==> src/rtl/key_switch_reader.sv <==
// Operator-input front end: synchronizes and debounces two pushbuttons and four
// slide switches, then drives a 4-bit operand that can be loaded or stepped.
module key_switch_reader #(
    parameter int DEBOUNCE_CYCLES = 500000,
    parameter int REPEAT_DELAY    = 25000000,
    parameter int REPEAT_RATE     = 5000000
) (
    input  logic       CLOCK_50,
    input  logic       RESET_N,
    input  logic       KEY_LOAD,
    input  logic       KEY_INC,
    input  logic [3:0] SW,
    output logic [3:0] Q,
    output logic       Q_VALID,
    output logic       INC_HELD
);

    localparam int NUM_IN = 6;
    localparam int DB_W   = $clog2(DEBOUNCE_CYCLES);
    localparam logic [DB_W-1:0] DB_LAST = DB_W'(DEBOUNCE_CYCLES - 1);

    localparam int TMR_MAX = (REPEAT_DELAY > REPEAT_RATE) ? REPEAT_DELAY : REPEAT_RATE;
    localparam int TMR_W   = $clog2(TMR_MAX);
    localparam logic [TMR_W-1:0] DELAY_LAST = TMR_W'(REPEAT_DELAY - 1);
    localparam logic [TMR_W-1:0] RATE_LAST  = TMR_W'(REPEAT_RATE - 1);

    // Bit order {KEY_LOAD, KEY_INC, SW[3:0]}; keys come out of reset released.
    localparam logic [NUM_IN-1:0] DB_RESET = 6'b11_0000;

    typedef enum logic [1:0] {
        IDLE   = 2'd0,
        DELAY  = 2'd1,
        REPEAT = 2'd2
    } inc_state_t;

    logic [NUM_IN-1:0] raw;
    logic [NUM_IN-1:0] sync_1;
    logic [NUM_IN-1:0] sync_2;
    logic [NUM_IN-1:0] db;

    logic       load_db;
    logic       inc_db;
    logic [3:0] sw_db;
    logic       load_prev;
    logic       inc_prev;
    logic       load_ev;
    logic       inc_ev;

    inc_state_t       state;
    inc_state_t       state_next;
    logic [TMR_W-1:0] timer;
    logic             inc_step;
    logic             timer_clr;

    assign raw = {KEY_LOAD, KEY_INC, SW};

    always_ff @(posedge CLOCK_50 or negedge RESET_N) begin
        if (!RESET_N) begin
            sync_1 <= '0;
            sync_2 <= '0;
        end else begin
            sync_1 <= raw;
            sync_2 <= sync_1;
        end
    end

    // Each input only follows its synchronized copy after DEBOUNCE_CYCLES
    // consecutive disagreeing samples; any agreement restarts the count.
    for (genvar i = 0; i < NUM_IN; i++) begin : g_debounce
        logic [DB_W-1:0] cnt;
        logic            db_r;

        always_ff @(posedge CLOCK_50 or negedge RESET_N) begin
            if (!RESET_N) begin
                cnt  <= '0;
                db_r <= DB_RESET[i];
            end else if (sync_2[i] == db_r) begin
                cnt <= '0;
            end else if (cnt == DB_LAST) begin
                db_r <= sync_2[i];
                cnt  <= '0;
            end else begin
                cnt <= cnt + DB_W'(1);
            end
        end

        assign db[i] = db_r;
    end

    assign {load_db, inc_db, sw_db} = db;

    always_ff @(posedge CLOCK_50 or negedge RESET_N) begin
        if (!RESET_N) begin
            load_prev <= 1'b1;
            inc_prev  <= 1'b1;
        end else begin
            load_prev <= load_db;
            inc_prev  <= inc_db;
        end
    end

    // Keys are active-low, so a press is a debounced 1 -> 0 edge.
    assign load_ev = load_prev & ~load_db;
    assign inc_ev  = inc_prev & ~inc_db;

    always_ff @(posedge CLOCK_50 or negedge RESET_N) begin
        if (!RESET_N) begin
            state <= IDLE;
        end else begin
            state <= state_next;
        end
    end

    // A release seen in the same cycle as a timer expiry wins: no step.
    always_comb begin
        state_next = state;
        case (state)
            IDLE: begin
                if (inc_ev) begin
                    state_next = DELAY;
                end
            end
            DELAY: begin
                if (inc_db) begin
                    state_next = IDLE;
                end else if (timer == DELAY_LAST) begin
                    state_next = REPEAT;
                end
            end
            REPEAT: begin
                if (inc_db) begin
                    state_next = IDLE;
                end
            end
            default: state_next = IDLE;
        endcase
    end

    always_comb begin
        inc_step  = 1'b0;
        timer_clr = 1'b0;
        case (state)
            IDLE: begin
                timer_clr = 1'b1;
                inc_step  = inc_ev;
            end
            DELAY: begin
                if (inc_db) begin
                    timer_clr = 1'b1;
                end else if (timer == DELAY_LAST) begin
                    inc_step  = 1'b1;
                    timer_clr = 1'b1;
                end
            end
            REPEAT: begin
                if (inc_db) begin
                    timer_clr = 1'b1;
                end else if (timer == RATE_LAST) begin
                    inc_step  = 1'b1;
                    timer_clr = 1'b1;
                end
            end
            default: timer_clr = 1'b1;
        endcase
    end

    always_ff @(posedge CLOCK_50 or negedge RESET_N) begin
        if (!RESET_N) begin
            timer <= '0;
        end else if (timer_clr) begin
            timer <= '0;
        end else begin
            timer <= timer + TMR_W'(1);
        end
    end

    assign INC_HELD = (state != IDLE);

    // Q_VALID is a one-cycle strobe registered together with Q; there is no
    // back-pressure, so every strobe marks exactly one new value on Q.
    always_ff @(posedge CLOCK_50 or negedge RESET_N) begin
        if (!RESET_N) begin
            Q       <= 4'd0;
            Q_VALID <= 1'b0;
        end else begin
            Q_VALID <= 1'b0;
            if (load_ev) begin
                Q       <= sw_db;
                Q_VALID <= 1'b1;
            end else if (inc_step) begin
                Q       <= Q + 4'd1;
                Q_VALID <= 1'b1;
            end
        end
    end

endmodule

==> config.mk <==
export PLATFORM = sky130hd
export DESIGN_NAME = key_switch_reader
export DESIGN_NICKNAME = d
export VERILOG_FILES = /design/src/rtl/key_switch_reader.sv
export SDC_FILE = /design/constraint.sdc
export NUM_CORES = 1
export LEC_CHECK = 0
export ABC_AREA = 0
export CAP_MARGIN = 10
export CORE_ASPECT_RATIO = 0.7
export CORE_MARGIN = 8
export CORE_UTILIZATION = 40
export DETAILED_ROUTE_END_ITERATION = 6
export GPL_ROUTABILITY_DRIVEN = 0
export GPL_TIMING_DRIVEN = 0
export PLACE_DENSITY = 0.63
export SETUP_SLACK_MARGIN = 0.05
export SLEW_MARGIN = 10
export SYNTH_ARGS = -nofsm -noshare
export SYNTH_HDL_FRONTEND = slang
export SYNTH_SLANG_ARGS = --single-unit
==> constraint.sdc <==
create_clock -name CLOCK_50 -period 3.5 [get_ports CLOCK_50]
set_input_delay 0.875 -clock CLOCK_50 [delete_from_list [all_inputs] [get_ports CLOCK_50]]
set_output_delay 0.875 -clock CLOCK_50 [all_outputs]
set_load 0.01 [all_outputs]
==> results of run 1 <==
## sequential cells by signal, indices dropped and copies added (netlist names)
name,flops
load_prev,1
sync_1,6
inc_prev,1
Q,4
g_debounce.db_r,6
timer,25
sync_2,6
state,2
g_debounce.cnt,114
Q_VALID,1
## cell usage after synthesis (3+ instances only)
cell and n:
nor4_1 13, o21ai_0 8, and3_1 16, nor2_1 173, dfrtp_1 162, nor4_4 5
a221o_1 3, or3_1 4, or2_2 7, inv_1 28, nor2b_1 9, nand3b_1 4
xnor2_1 72, nand2_1 50, mux2_2 6, and4_1 8, a21oi_1 4, and2_1 6
nor2_2 4, ha_1 12, nand4_1 23, nand3_1 62, dfstp_2 4, buf_2 14
xor2_1 59, nor4_2 4, nor4b_1 3, nor3_1 18
## stage by stage
step / util (%) / area, um2 / TNS [ns] / power [mW]
final: 46.2 / 9120 / 0 / 3.96
after global routing: 46.2 / 9120 / 0 / 4.11
after CTS: 46.2 / 9120 / 0 / 4.02
after detailed placement: 43.2 / 8530 / 0 / 2.12
after global placement: 43.0 / 8500 / -882.94 / 2.11
after floorplan: - / 8030 / 0 / 2.05
## final cells by class
cell class | count | area, um2
clock inverter | 14 | 164
multi-input combinational | 591 | 3670
inverter | 28 | 105
fill | 1846 | 10600
sequential | 166 | 4160
tap | 270 | 338
timing repair buffer | 14 | 163
buffer | 18 | 100
clock buffer | 18 | 429
## report_power, final
group	switching, mW	total, mW	internal, mW	leakage (nW)
combinational	0.0758	0.113	0.0368	1.27
clock	0.816	1.89	1.07	0.292
sequential	0.0215	1.96	1.94	2.26
total	0.913	3.96	3.05	3.82
## worst max-delay path: cells and delay by family, from the launching register on
| family | cells | cell delay [ns] |
|---|---|---|
| buffers and inverters | 3 | 0.78 |
| flip-flops | 1 | 0.40 |
| adder cells (fa/ha/maj) | 1 | 0.22 |
## cells in the final DEF, fill, tap and decap left out, types with 9 or more instances in the layout
cell type / n
nor2_1: 173
dfrtp_1: 162
xnor2_1: 72
nand3_1: 62
xor2_1: 59
nand2_1: 50
inv_1: 28
nand4_1: 23
nor3_1: 18
clkbuf_16: 17
and3_1: 16
buf_2: 14
nor4_1: 13
ha_1: 12
clkdlybuf4s50_1: 12
nor2b_1: 9
## worst paths after layout
kind	from	endpoint	slack (ns)	depth (start not counted)
hold reg to reg	sync_1[1]$_DFF_PN0_	sync_2[1]$_DFF_PN0_	0.35	0
hold / removal	sync_1[1]$_DFF_PN0_	sync_2[1]$_DFF_PN0_	0.35	0
max in group asynchronous	RESET_N	timer[14]$_DFF_PN0_	2.23	2
setup reg to reg	timer[0]$_DFF_PN0_	Q[1]$_DFFE_PN0P_	1.35	6
setup / recovery	state[0]$_DFFE_PN0P_	INC_HELD	0.79	4
min in group asynchronous	RESET_N	g_debounce[2].cnt[10]$_DFF_PN0_	0.36	1
## routing by layer
layer | global-route usage (%) | vias up | share of wire, % | wire length (um)
met5 | 0 | - | 0 | 0
met4 | 3.72 | 0 | 1.1 | 150
met1 | 18.2 | 2563 | 55 | 7860
met3 | 3.49 | 11 | 3.0 | 421
li1 | - | 2751 | - | -
met2 | 16.7 | 58 | 41 | 5840
## cells by family after synthesis
group	synth area share, %
AOI/OAI and AO/OA	1.64
xor gates and xnor gates	14.3
buffers and inverters	2.56
muxes	0.841
DFF	51.8
and+or+nand+nor	27.0
adders and majority gates	1.87
==> metrics.yaml, run 1 <==
outcome: "finished, final reports clean"
crit_path_start_kind: "flop"
drcViolationCount: 0
postRouteAntennaNets: 0
wl_per_cell_um: 12.8
path_cells: "inv_1, ha_1, inv_1, clkdlybuf4s50_1"
synth_area_leaders: "dfrtp_1 50%, nor2_1 8.1%, xnor2_1 7.9%"
clkTransAtPathRegs_ns: 0.06
fin_cells: 1119
cts_max_level: 4
cap_violations: 0
n_antenna_cell: 0
ys.flop_type: "dfrtp_1"
clock-root-buffer: "clkbuf_16"
cts_made_buffers: 17
finalHoldViolCount: 0
synth_cells: 803
synth_area_per_cell_um2: 10.0
p_leak_nw: 3.82
grt_first_pass_wirelength_mm: 24.8
slew_violations: 0
cp.arrival_ns: 1.83
grt_pass1_vias: 5046
worstSetupEndpointType: "output pin"
area_growth_pct: 13.6
setup_ws_ns: 0.791
die_w_um: 185
synth_cell_types: 44
async_flop_share_pct: 100
firstDrtPassIters: 4
die-area_um2: 24900
synth_edf_count: 0
die-height_um: 135
drt_wl_total_mm: 14.3
clkLatencyLatePin_ns: 0.43
final_layout_size_suffix_gt1_share_pct: 10.5
p_per_area_nw_per_um2: 434
initial_core_util_pct: 40.7
post-cts-setup-buffers: 0
routed_via_density: 4.81
whs_ns: 0.348
drt_first_iter_violations: 462
port_buffers: 13
timing.fmax_mhz: 369
nNetsFinal: 856
hold_path_class: "reg -> reg"
fin_crit_sh_pct: 77.4
yosysSeqAreaShare_pct: 51.8
crit_required_ns: 2.62
dp_cells: 1087
grt-ovfl-total: 0
synth_area_um2: 8030
path_class: "reg -> out"
grt_usage_pct: 12.2
vias: 5383
ys_ff_latch: 166
grt_max_degree: 109
coreArea_um2: 19700
synth_warnings: 0
syn_nets: 823
yosysTopAreaCell: "dfrtp_1"
fin_crit_ns: 2.71
peakVddDrop_mv: 0.273
crit_path_top_delay_cell: "clkdlybuf4s50_1"
preCtsSetupSlack_ns: 1.25
cts-resized-gates: 0
synth_top_area_share_pct: 50.5
pin_count: 14
cts_tree: "yes"
crit_top_cell: "inv_1"
cts_buffer_depth: 2
rows: 43
setup_viol: 0
dp_hpwl_mm: 9.79
cp_max_fo: 4
tightest_slew_ns: 0.593
max_stage_delay_ns: 0.56
clock_skew_ns: 0.00976
slew_headroom_pct: 60.5
grt_antenna_before_repair: 0
rsz0062_at_grt: "false"
cts-hold-fix-buffers: 0
clock-sinks: 166
Power figures use the tool's default switching activity.
==> inputs of run 2 (changes only) <==
clock period = 2.7 ns   (was 3.5 ns; I/O delays follow)
==> results of run 2 <==
Same layout as run 1 (identical final DEF). Status: finished, final reports clean.
Main changes from that run: setup slack after placement 1.25 ns -> 0.567 ns; clock-pin slew on the worst setup and hold paths 0.06 ns -> 0.07 ns; setup slack after layout 0.791 ns -> 0.191 ns; hold slack 0.348 ns -> 0.158 ns; register-to-register setup slack 1.35 ns -> 0.55 ns; total power 3.96 mW -> 5.14 mW; worst IR drop on VDD 0.273 mV -> 0.354 mV
